[config.mk]
export PLATFORM = sky130hd
export DESIGN_NAME = alu_exec_ctrl
export DESIGN_NICKNAME = d
export VERILOG_FILES = /design/src/rtl/alu_exec_ctrl.sv
export SDC_FILE = /design/constraint.sdc
export NUM_CORES = 1
export LEC_CHECK = 0
export BUFFER_PORTS_ARGS = -buffer_cell sky130_fd_sc_hd__clkbuf_2
export CORE_MARGIN = 4
export CORE_UTILIZATION = 48
export DETAILED_ROUTE_END_ITERATION = 16
export PLACE_DENSITY = 0.84
export SLEW_MARGIN = 40
export SYNTH_ARGS = -nofsm -noshare
export SYNTH_HDL_FRONTEND = slang
export SYNTH_SLANG_ARGS = --single-unit
[constraint.sdc]
create_clock -name clk -period 2.1 [get_ports clk]
set_clock_uncertainty 0.05 [all_clocks]
set_input_delay 0.105 -clock clk [delete_from_list [all_inputs] [get_ports clk]]
set_output_delay 0.105 -clock clk [all_outputs]
set_load 0.02 [all_outputs]
[src/rtl/alu_exec_ctrl.sv]
// -----------------------------------------------------------------------------
// alu_exec_ctrl
//
// Execute-stage sequencer wrapped around the ALU. One decoded op is accepted
// per valid/ready handshake. Its operands and opcode are registered toward the
// ALU for one EXEC cycle. The ALU result, the flag update and the branch
// resolution are captured at the edge that ends EXEC. The result is then held
// until writeback accepts it. This block owns the architectural CCR
// (Z=bit0, N=bit1, C=bit2).
//
// Optional feature: define CCR_SAVE_EN to add a saved-flag register.
// With it, INT (28) saves the CCR and clears it, and RTI (26) restores it.
// Without it, INT and RTI behave as NOP.
//
// Ports
//   clk, rst_n             clock; synchronous active-low reset
//   in_valid/in_ready      decode handshake
//   in_op                  opcode
//   in_rs, in_rd           operand values
//   in_dst, in_wb          writeback index and write-enable
//   alu_op/alu_rs/alu_rd   registered opcode and operands driven to the ALU
//   alu_result/alu_ccr     ALU result and next-flag value
//   alu_jump               ALU branch-condition signal
//   ccr                    architectural flag register
//   jump_taken             one-cycle pulse when a branch resolves taken
//   out_valid/out_ready    writeback handshake
//   out_result/out_dst     captured result and destination index
//   out_wb                 captured write-enable
// -----------------------------------------------------------------------------
module alu_exec_ctrl #(
   parameter int DW  = 16,
   parameter int OPW = 5,
   parameter int RW  = 3
) (
   input  logic           clk,
   input  logic           rst_n,
   input  logic           in_valid,
   output logic           in_ready,
   input  logic [OPW-1:0] in_op,
   input  logic [DW-1:0]  in_rs,
   input  logic [DW-1:0]  in_rd,
   input  logic [RW-1:0]  in_dst,
   input  logic           in_wb,
   output logic [OPW-1:0] alu_op,
   output logic [DW-1:0]  alu_rs,
   output logic [DW-1:0]  alu_rd,
   input  logic [DW-1:0]  alu_result,
   input  logic [2:0]     alu_ccr,
   input  logic           alu_jump,
   output logic [2:0]     ccr,
   output logic           jump_taken,
   output logic           out_valid,
   input  logic           out_ready,
   output logic [DW-1:0]  out_result,
   output logic [RW-1:0]  out_dst,
   output logic           out_wb
);

   typedef enum logic [1:0] {S_IDLE, S_EXEC, S_HOLD} state_t;

   localparam logic [OPW-1:0] OP_NOT = OPW'(1);
   localparam logic [OPW-1:0] OP_DEC = OPW'(5);
   localparam logic [OPW-1:0] OP_ADD = OPW'(9);
   localparam logic [OPW-1:0] OP_SHR = OPW'(14);
   localparam logic [OPW-1:0] OP_JZ  = OPW'(20);
   localparam logic [OPW-1:0] OP_JC  = OPW'(22);
   localparam logic [OPW-1:0] OP_JMP = OPW'(23);
`ifdef CCR_SAVE_EN
   localparam logic [OPW-1:0] OP_RTI = OPW'(26);
   localparam logic [OPW-1:0] OP_INT = OPW'(28);
`endif

   state_t         state_q, state_d;
   logic [OPW-1:0] alu_op_q, alu_op_d;
   logic [DW-1:0]  alu_rs_q, alu_rs_d;
   logic [DW-1:0]  alu_rd_q, alu_rd_d;
   logic [RW-1:0]  pend_dst_q, pend_dst_d;   // dst/wb of the op currently in EXEC
   logic           pend_wb_q, pend_wb_d;
   logic [2:0]     ccr_q, ccr_d;
   logic           jump_taken_q, jump_taken_d;
   logic           out_valid_q, out_valid_d;
   logic [DW-1:0]  out_result_q, out_result_d;
   logic [RW-1:0]  out_dst_q, out_dst_d;
   logic           out_wb_q, out_wb_d;
`ifdef CCR_SAVE_EN
   logic [2:0]     saved_q, saved_d;
`endif

   logic accept;
   logic is_flag_op;
   logic is_cond_br;
   logic is_branch;

   assign in_ready = (state_q == S_IDLE) || (state_q == S_HOLD && out_ready);
   assign accept   = in_valid && in_ready;

   // Opcode classes are decoded from the registered opcode, i.e. the op in EXEC.
   assign is_cond_br = (alu_op_q >= OP_JZ) && (alu_op_q <= OP_JC);
   assign is_branch  = is_cond_br || (alu_op_q == OP_JMP);
   assign is_flag_op = ((alu_op_q >= OP_NOT) && (alu_op_q <= OP_DEC)) ||
                       ((alu_op_q >= OP_ADD) && (alu_op_q <= OP_SHR)) ||
                       is_cond_br;

   always_comb begin
      // NOTE: every signal gets a default first, so no path can leave it
      // unassigned and infer a latch.
      state_d      = state_q;
      alu_op_d     = alu_op_q;
      alu_rs_d     = alu_rs_q;
      alu_rd_d     = alu_rd_q;
      pend_dst_d   = pend_dst_q;
      pend_wb_d    = pend_wb_q;
      ccr_d        = ccr_q;
      jump_taken_d = 1'b0;
      out_valid_d  = out_valid_q;
      out_result_d = out_result_q;
      out_dst_d    = out_dst_q;
      out_wb_d     = out_wb_q;
`ifdef CCR_SAVE_EN
      saved_d      = saved_q;
`endif

      case (state_q)
         S_IDLE: if (accept) state_d = S_EXEC;
         S_EXEC: begin
            out_result_d = alu_result;
            out_dst_d    = pend_dst_q;
            out_wb_d     = pend_wb_q && !is_branch;  // branches retire without a write
            out_valid_d  = 1'b1;
            jump_taken_d = (is_cond_br && alu_jump) || (alu_op_q == OP_JMP);
            if (is_flag_op) ccr_d = alu_ccr;
`ifdef CCR_SAVE_EN
            else if (alu_op_q == OP_INT) begin
               saved_d = ccr_q;
               ccr_d   = 3'b000;
            end
            else if (alu_op_q == OP_RTI) ccr_d = saved_q;
`endif
            state_d = S_HOLD;
         end
         S_HOLD: begin
            if (out_ready) begin
               out_valid_d = 1'b0;
               state_d     = in_valid ? S_EXEC : S_IDLE;
            end
         end
         default: state_d = S_IDLE;
      endcase

      // Acceptance only happens in IDLE or HOLD, so this never disturbs EXEC.
      if (accept) begin
         alu_op_d   = in_op;
         alu_rs_d   = in_rs;
         alu_rd_d   = in_rd;
         pend_dst_d = in_dst;
         pend_wb_d  = in_wb;
      end
   end

   // NOTE: state is updated only with non-blocking assignments, so every flop
   // samples the values from before the edge.
   always_ff @(posedge clk) begin
      if (!rst_n) begin
         state_q      <= S_IDLE;
         alu_op_q     <= '0;
         alu_rs_q     <= '0;
         alu_rd_q     <= '0;
         pend_dst_q   <= '0;
         pend_wb_q    <= 1'b0;
         ccr_q        <= 3'b000;
         jump_taken_q <= 1'b0;
         out_valid_q  <= 1'b0;
         out_result_q <= '0;
         out_dst_q    <= '0;
         out_wb_q     <= 1'b0;
`ifdef CCR_SAVE_EN
         saved_q      <= 3'b000;
`endif
      end else begin
         state_q      <= state_d;
         alu_op_q     <= alu_op_d;
         alu_rs_q     <= alu_rs_d;
         alu_rd_q     <= alu_rd_d;
         pend_dst_q   <= pend_dst_d;
         pend_wb_q    <= pend_wb_d;
         ccr_q        <= ccr_d;
         jump_taken_q <= jump_taken_d;
         out_valid_q  <= out_valid_d;
         out_result_q <= out_result_d;
         out_dst_q    <= out_dst_d;
         out_wb_q     <= out_wb_d;
`ifdef CCR_SAVE_EN
         saved_q      <= saved_d;
`endif
      end
   end

   assign alu_op     = alu_op_q;
   assign alu_rs     = alu_rs_q;
   assign alu_rd     = alu_rd_q;
   assign ccr        = ccr_q;
   assign jump_taken = jump_taken_q;
   assign out_valid  = out_valid_q;
   assign out_result = out_result_q;
   assign out_dst    = out_dst_q;
   assign out_wb     = out_wb_q;

endmodule

==> results by group, run 1 <==
Run status
  – Run status: finished, final reports clean

Worst setup path
  – Crit Path Max Fanout: 33
  – Reg2Reg Depth: 5
  – Worst reg2reg endpoint: alu_rs[13]
  – Worst stage delay on the critical path: 0.38 ns
  – Critical path, cell by cell: inv_1, o211a_1, buf_12, nand2_1, a21oi_1
  – Critical R2R Launch: state_q[0]
  – CP arrival: between 1.5 and 2 ns
  – FF-to-FF setup slack: between 0.6 and 0.7 ns
  – Critical path class: flip-flop to flip-flop
  – Crit path max-delay cell type: o211a_1
  – Critical Path RT: 2.29 ns
  – CP endpoint kind: flip-flop
  – Worst Setup Start Kind: flip-flop

Synthesis
  – Seq cells post-synth: between 60 and 70
  – Syn Nets: between 300 and 400
  – Seq/Total Area, Yosys: a little under three fifths
  – Post-synthesis cell count: about 300
  – Avg Inst Size Synth: between 8 and 9 um^2
  – Post-Syn Area: ~0.0024 mm^2
  – Synth cell types: 22
  – YS warnings: 0

Timing
  – Final Setup Violations: 0
  – Final hold violations: 0
  – Sum Neg Setup Slack: 0 ns
  – Worst slew margin: about 56%
  – Minimum clock period: about 1.5 ns
  – Unrepaired setup endpoints after global routing: false
  – Max-slew violations: 0
  – Worst-margin pin slew: ~0.66 ns
  – Period utilization: 71.40%
  – Max Fclk: approximately 0.67 GHz

Pwr
  – Sequential share of power: about 49%
  – Max VDD drop: a little over 600 uV
  – Int Pwr: slightly above 2000 uW
  – Total Power: roughly 2800 uW
  – Sw frac: a little over a quarter
  – Pleak: between 0.0015 and 0.002 uW
  – Combinational power share: between 10% and 20%
  – Clock share of power: 32.9%
  – Pwr per Cell Area: 731.0 mW/mm^2
  – Switching component of the power: between 700 and 800 uW

Global route
  – Initial antenna violation count: 0
  – Grt ovf: 0
  – GRT Util Overall: between 20% and 30%
  – Vias in the first global route: between 2k and 3k
  – Global-route wire length before repair: ~13000 um
  – Largest net degree at the start of global routing: 39

Routing
  – DRT Pass-1 Iters: 4
  – Antenna Nets Post-Route: 0
  – DRC viols: 0
  – Post-Route WL: slightly below 8000 um
  – DRT iter0 DRCs: between 100 and 150
  – Drt via density: between 4 and 5
  – Via count: 2713
  – Wirelength per Cell: 14.11 um

Place
  – IO buf count: around 130
  – Final Wtd Congestion: between 0.7 and 0.8
  – Detail Placement HPWL: approximately 4600 um
  – Dpl cell area: ~0.0031 mm^2

Flow run
  – Max_cap viols: 0

Clock tree
  – Clk sinks: between 60 and 70
  – Reg clk slew, reported paths: ~0.070 ns
  – Post_cts resized: 0
  – Num CTS Buffers: 9
  – CTS tree: done
  – Clk_lat worst skew: about 0.32 ns
  – Root Buffer: clkbuf_8
  – Clock H-tree levels: 3
  – CTS max path bufs: 2
  – Setup Buffers After CTS: 0

Die
  – Site row count: 25
  – Core area: 0.004817 mm^2
  – Die W: 79.39 um
  – Starting Density: 50.78%
  – Die boundary height: around 79 um
  – Die area: 0.006302 mm^2
  – IO Pins: roughly 130

Cells and area
  – Diode count: 0
  – Most frequent cells in the layout: nand2_1, clkbuf_2, dfxtp_1
  – Fill cells: 339
  – NumNets Final: 554
  – Share of post-route cells with drive strength above 1: 30.63%
  – Area Overhead vs Synth: 59.23%
  – Register area: 0.001361 mm^2
  – Final Cell Area: 0.003895 mm^2
  – Multi-input gate area: ~950 um^2

Worst hold path
  – HP Class: primary input to flip-flop
  – Worst Hold Path Cells: 3
  – WHS Endpoint: jump_taken
  – Hold path startpoint: alu_jump
==> per-stage QoR <==
stage	instances	hold WS (ns)	setup slack [ns]	utilization [%]
final	560	0.01170	0.6007	80.86
after global routing	560	0.01406	0.5196	80.86
after CTS	560	0.003728	0.6420	80.86
after detailed placement	485	0.2836	0.6616	64.88
after global placement	485	0.2779	0.7220	64.88
after floorplan	304	0.1727	0.8287	-
==> sequential cells by signal, summed over array words and instances, names as in the netlist <==
| register | cells |
|---|---|
| alu_op | 5 |
| alu_rd | 16 |
| alu_rs | 16 |
| ccr | 3 |
| jump_taken | 1 |
| out_dst | 3 |
| out_result | 16 |
| out_valid | 1 |
| out_wb | 1 |
| pend_dst_q | 3 |
| pend_wb_q | 1 |
| state_q | 2 |
==> repair_timing <==
action	CTS	global route
hold buffers	60	0
setup endpoints to repair	0	0
hold endpoints to repair	60	0
==> cell type report <==
cell class | count | share of cell area [%]
inverters | 4 | 0.3855
clock buffers | 13 | 4.080
multi-input cells | 212 | 24.45
well taps | 67 | 2.152
repair buffers | 194 | 33.73
flip-flops and latches | 68 | 34.95
clock inverters | 2 | 0.2570
==> cells in the mapped netlist <==
cell type,n,share of area [%]
mux2i_1,3,1.2
nand3b_1,1,0.31
buf_6,4,1.8
nand2b_2,1,0.36
inv_1,3,0.46
inv_2,1,0.15
o21bai_1,1,0.31
a21oi_1,65,13
buf_2,10,2.0
o211a_1,1,0.41
buf_1,1,0.15
a311oi_1,1,0.36
nand3_1,2,0.41
o211ai_4,1,0.87
nand2_1,127,19
a21o_1,1,0.31
and3_1,1,0.26
dfxtp_1,68,56
o211ai_1,1,0.31
nor2_1,5,0.77
nor4_1,1,0.26
clkbuf_1,5,0.77
==> power by group through the flow <==
stage | combinational, uW | clock (uW) | sequential [uW]
6_report | 506 | 936 | 1410
5_1_grt | 551 | 1010 | 1410
4_1_cts | 498 | 943 | 1400
3_5_place_dp | 409 | 0 | 1430
3_3_place_gp | 400 | 0 | 1430
2_1_floorplan | 169 | 0 | 1500
==> routing by layer <==
metal,GRT usage [%],share of wire [%],wire [um]
met4,9.278,1.5,117
met1,28.28,39,3071
met5,0,0,0
met3,6.208,6.6,518
met2,48.23,53,4195
==> worst max-delay path by stage <==
stage          slack (ns)             to  depth (start not counted)        from
2_1_floorplan        0.83         ccr[0]                          5   alu_op[0]
3_3_place_gp         0.72  pend_dst_q[0]                          5  state_q[1]
5_1_grt              0.52     alu_rs[13]                          5  state_q[0]
3_5_place_dp         0.66      alu_rd[5]                          5  state_q[0]
4_1_cts              0.64      alu_rd[5]                          5  state_q[0]
6_report             0.60     alu_rs[13]                          5  state_q[0]
==> logic make-up (layout without fill, tap and decap cells) <==
kind of cell	Yosys count	after routing	synth area share, %
AND/OR/NAND/NOR	138	138	21.84
buffers and inverters	24	213	5.422
flip-flops	68	68	55.65
multiplexers	3	3	1.228
AO/OA/AOI/OAI	71	71	15.86
==> critical path, delay by kind of cell, from the launching register on <==
family,cells,cell delay [ns]
compound gates,2,0.54
buf+inv,2,0.39
flops,1,0.33
simple gates,1,0.09
No activity file was read; power rests on OpenSTA's default activity.
==> run 2: changes to the inputs <==
Settings changed: CORE_UTILIZATION 48 to 40, PLACE_DENSITY 0.84 to 0.75.
Clock period 2.1 ns to 1.2 ns, I/O delays scaled along.
==> results by group, run 2 (synthesis gave the netlist of run 1 again) <==
Routing
  – Antenna Nets Post-Route: 0
  – DRT iter0 DRCs: between 90 and 100
  – Drt via density: around 4.8
  – DRT Pass-1 Iters: 4
  – Via count: around 2.8k
  – Wirelength per Cell: roughly 14 um
  – Post-Route WL: approximately 8400 um
  – DRC viols: 0

Clock tree
  – CTS max path bufs: 2
  – Clock H-tree levels: 3
  – Reg clk slew, reported paths: 0.07 ns
  – Clk sinks: 68
  – Num CTS Buffers: 9
  – Clk_lat worst skew: around 0.33 ns
  – CTS tree: done
  – Root Buffer: clkbuf_8

Worst setup path
  – Critical Path RT: about 1.4 ns
  – Crit path max-delay cell type: dfxtp_2
  – Critical path, cell by cell: inv_2, o211ai_4, buf_12, clkbuf_16, nand2_4, a21oi_2
  – Worst Setup Start Kind: flip-flop
  – CP arrival: around 1.4 ns
  – CP bufs+invs: 3
  – Crit Path Max Fanout: 8
  – CP endpoint kind: flip-flop
  – Top Family by Delay on Critical Path: buffers and inverters
  – Worst stage delay on the critical path: 0.35 ns
  – Critical path class: flip-flop to flip-flop

Run status
  – Failing checks: hold timing, setup timing
  – Run status: complete, but fails checks

Cells and area
  – Commonest non-fill, non-tap cell in the layout: clkbuf_2
  – Diode count: 0
  – Area Overhead vs Synth: 81.02%
  – Share of post-route cells with drive strength above 1: between 40% and 50%
  – Most frequent cells in the layout: clkbuf_2, nand2_1, dlygate4sd3_1
  – Final Cell Area: about 0.0044 mm^2
  – NumNets Final: roughly 580

Timing
  – Worst slew margin: between 80% and 90%
  – Final Setup Violations: 2
  – Max Fclk: 0.8285 GHz
  – Setup WS post-layout: -0.006978 ns
  – Worst-margin pin slew: 0.1953 ns
  – Final hold violations: 1
  – Hold WS: -0.01731 ns
  – Minimum clock period: between 1 and 1.5 ns
  – Sum Neg Setup Slack: -0.01029 ns
  – Max-slew violations: 0
  – Unrepaired setup endpoints after global routing: true
  – Period utilization: 100.6%

Pwr
  – Max VDD drop: roughly 750 uV
  – Combinational power share: 20.3%
  – Int Pwr: roughly 4000 uW
  – Pleak: approximately 0.002 uW
  – Pwr per Cell Area: between 1000 and 1500 mW/mm^2
  – Sw frac: approximately 27%
  – Switching component of the power: between 1000 and 1500 uW
  – Sequential share of power: 44.9%
  – Clock share of power: between 30% and 40%

Die
  – Site row count: 28
  – Core area: just under 0.006 mm^2
  – IO Pins: about 130
  – Die area: between 0.007 and 0.008 mm^2
  – Starting Density: 41.31%
  – Die W: approximately 86 um
  – Die boundary height: between 80 and 90 um

Global route
  – Vias in the first global route: 2701
  – Largest net degree at the start of global routing: 32
  – Global-route wire length before repair: approximately 12000 um
  – Grt ovf: 0
  – GRT Util Overall: a little over a fifth
  – Initial antenna violation count: 0

Place
  – Detail Placement HPWL: 4746 um
  – Final Wtd Congestion: slightly above 0.7
  – IO buf count: about 130
  – Dpl cell area: 0.003236 mm^2

Worst hold path
  – HP Class: primary input to flip-flop

Flow run
  – Max_cap viols: 0
==> run 2: cell type report <==
| class | instances | area (um^2) |
|---|---|---|
| clock buffers | 12 | 155.1 |
| multi-input cells | 212 | 1109 |
| clock inverters | 4 | 47.55 |
| repair buffers | 215 | 1632 |
| flip-flops and latches | 68 | 1374 |
| fillers | 433 | 1493 |
| inverters | 4 | 17.52 |
| well taps | 75 | 93.84 |
==> run 2: power by group through the flow <==
stage               Combinational (uW)  Sequential [uW]  Clock, uW
floorplan                          295             2630          0
global placement                   756             2500          0
detailed placement                 767             2500          0
CTS                                955             2450       1950
global route                      1200             2480       2060
finish                            1110             2470       1910
==> run 2: what timing repair did <==
item	4_1_cts	5_1_grt
resized for setup	13	48
setup buffers	1	1
setup endpoints to repair	55	50
endpoints found under the hold margin	62	0
pin swaps	3	42
hold buffers	65	0
gates cloned	0	6
==> run 2: worst reg2reg max path, stage by stage (launching register included) <==
cell and delay (ns):
dfxtp_2 0.35, inv_2 0.06, o211ai_4 0.17, buf_12 0.17, clkbuf_16 0.17, nand2_4 0.04, a21oi_2 0.12
==> run 2: layer usage <==
metal / track usage, % / share of wire, %
met1: 23.65 / 40
met2: 35.95 / 50
met3: 5.894 / 7.7
met4: 10.62 / 2.6
met5: 0 / 0
==> run 2: worst paths after layout <==
| check | cells past startpoint | startpoint | slack [ns] | to |
|---|---|---|---|---|
| setup / recovery | 6 | state_q[1] | -0.007 | alu_rs[1] |
| hold / removal | 3 | rst_n | -0.02 | ccr[2] |
| setup reg to reg | 6 | state_q[1] | -0.007 | alu_rs[1] |
| hold reg to reg | 2 | alu_rs[11] | 0.40 | alu_rs[11] |
==> run 2: stage by stage <==
stage	utilization (%)	hold slack, ns	total power [uW]	cells	worst slack (ns)
final	74.79	-0.01731	5487	590	-0.006978
after global routing	74.79	0.01118	5737	590	-0.04814
after CTS	69.95	0.03420	5360	584	-0.02196
after detailed placement	54.65	0.2285	3267	502	-0.04009
after global placement	54.65	0.2325	3252	502	0.006841
after floorplan	-	0.1277	2928	304	0.0002023
==> run 3: changes to the inputs <==
Settings changed: CELL_PAD_IN_SITES_DETAIL_PLACEMENT set to 0, CELL_PAD_IN_SITES_GLOBAL_PLACEMENT set to 1, CORE_UTILIZATION 40 to 28, PLACE_DENSITY 0.75 to unset, PLACE_DENSITY_LB_ADDON set to 0.1.
==> results by group, run 3 (synthesis gave the netlist of run 1 again) <==
Run status
  – Run status: complete, but fails checks
  – Failing checks: setup timing

Timing
  – Sum Neg Setup Slack: -0.02916 ns
  – Period utilization: 102.3%
  – Minimum clock period: around 1.2 ns
  – Max Fclk: about 0.81 GHz
  – Max-slew violations: 0
  – Final hold violations: 0
  – Worst slew margin: between 80% and 90%
  – Unrepaired setup endpoints after global routing: true
  – Final Setup Violations: 2
  – Hold WS: ~0.11 ns
  – Setup WS post-layout: -0.02762 ns
  – Worst-margin pin slew: approximately 0.28 ns

Worst setup path
  – Worst Setup Start Kind: flip-flop
  – Worst Setup SP: state_q[0]
  – CP endpoint kind: flip-flop
  – Crit path max-delay cell type: dfxtp_4
  – Critical path, cell by cell: inv_4, o211a_4, clkbuf_16, nand2_1, a21oi_1
  – Worst stage delay on the critical path: 0.37 ns
  – Critical Path RT: between 1 and 1.5 ns
  – Critical R2R Launch: state_q[0]
  – Critical path class: flip-flop to flip-flop
  – Crit Path Max Fanout: 8
  – CP arrival: about 1.4 ns

Cells and area
  – Non-Filler Instances: around 630
  – NumNets Final: roughly 580
  – Diode count: 0
  – Area Overhead vs Synth: 88.34%
  – Commonest non-fill, non-tap cell in the layout: clkbuf_2
  – Most frequent cells in the layout: clkbuf_2, nand2_1, dlygate4sd3_1
  – Share of post-route cells with drive strength above 1: between 40 and 50%
  – Final Cell Area: 0.004607 mm^2
  – Fill cells: between 700 and 800

Clock tree
  – Clk_lat worst skew: ~0.33 ns
  – CTS max path bufs: 2
  – Reg clk slew, reported paths: about 0.07 ns
  – Root Buffer: clkbuf_8
  – Clk sinks: about 70
  – Num CTS Buffers: 9
  – CTS tree: done
  – Clock H-tree levels: 3

Flow run
  – Max_cap viols: 0

Worst hold path
  – HP Class: primary input to flip-flop
  – Hold path startpoint: rst_n

Pwr
  – Pleak: ~0.0021 uW
  – Max VDD drop: about 650 uV
  – Pwr per Cell Area: ~1200 mW/mm^2

Global route
  – Largest net degree at the start of global routing: 30
  – GRT Util Overall: ~15%
  – Initial antenna violation count: 0
  – Vias in the first global route: between 2k and 3k
  – Global-route wire length before repair: 12260 um
  – Grt ovf: 0

Routing
  – Via count: between 2k and 3k
  – Wirelength per Cell: between 10 and 15 um
  – Antenna Nets Post-Route: 0
  – DRC viols: 0
  – Post-Route WL: roughly 8700 um
  – DRT Pass-1 Iters: 4
  – DRT iter0 DRCs: 50
  – Drt via density: around 4.5

Die
  – Core area: roughly 0.0083 mm^2
  – Die boundary height: 101.5 um
  – Site row count: 33
  – Starting Density: between 20% and 30%
  – Die W: between 100 and 150 um
  – IO Pins: 128
  – Die area: 0.01030 mm^2

Place
  – Dpl cell area: around 0.0033 mm^2
  – Detail Placement HPWL: around 5200 um
  – Pre-CTS setup slack: -0.05844 ns
  – # placed instances: ~540
  – IO buf count: ~130
  – Final Wtd Congestion: roughly 0.7
## run 3: critical path, delay by kind of cell, from the launching register on
kind | cells | cell delay (ns)
flops | 1 | 0.37
buf+inv | 2 | 0.28
compound gates | 2 | 0.39
simple gates | 1 | 0.06
## run 3: power breakdown
part           switching, uW  internal [uW]
clock                    859           1220
sequential              73.6           2380
combinational            600            585
total                   1530           4180
## run 3: area by class of cell
type	count	area, um^2	share of cell area, %
clock inverter	5	75.07	1.630
sequential	68	1374	29.82
multi-input combinational	212	1169	25.37
timing repair buffer	222	1699	36.88
tap	105	131.4	2.852
inverter	4	17.52	0.3802
clock buffer	11	141.4	3.069
## run 3: routing by layer
metal	global-route usage (%)	share of wire, %	vias to the layer above
li1	-	-	1412
met1	18.20	43	1297
met2	25.75	50	86
met3	5.579	6.3	6
met4	4.499	0.84	0
met5	0	0	-
## run 3: through the flow
step	utilization (%)	power, uW
global route	55.24	5984
CTS	50.83	5605
global placement	39.66	3290
floorplan	-	2928
finish	55.24	5716
detailed placement	39.66	3298
## run 3: final timing paths
| kind | end | slack (ns) | cells past startpoint |
|---|---|---|---|
| worst max-delay path | alu_op[3] | -0.03 | 5 |
| worst min-delay path | state_q[0] | 0.11 | 3 |
| worst max register to register | alu_op[3] | -0.03 | 5 |
| worst min register to register | out_result[4] | 0.41 | 2 |
## run 3: repair_timing
action                     4_1_cts  5_1_grt
hold buffers                    66        0
cloned                           1        6
hold endpoints to repair        62        0
pin swaps                        2       22
setup endpoints to repair       38       62
gates resized for setup          9       68
setup buffers                    0        3
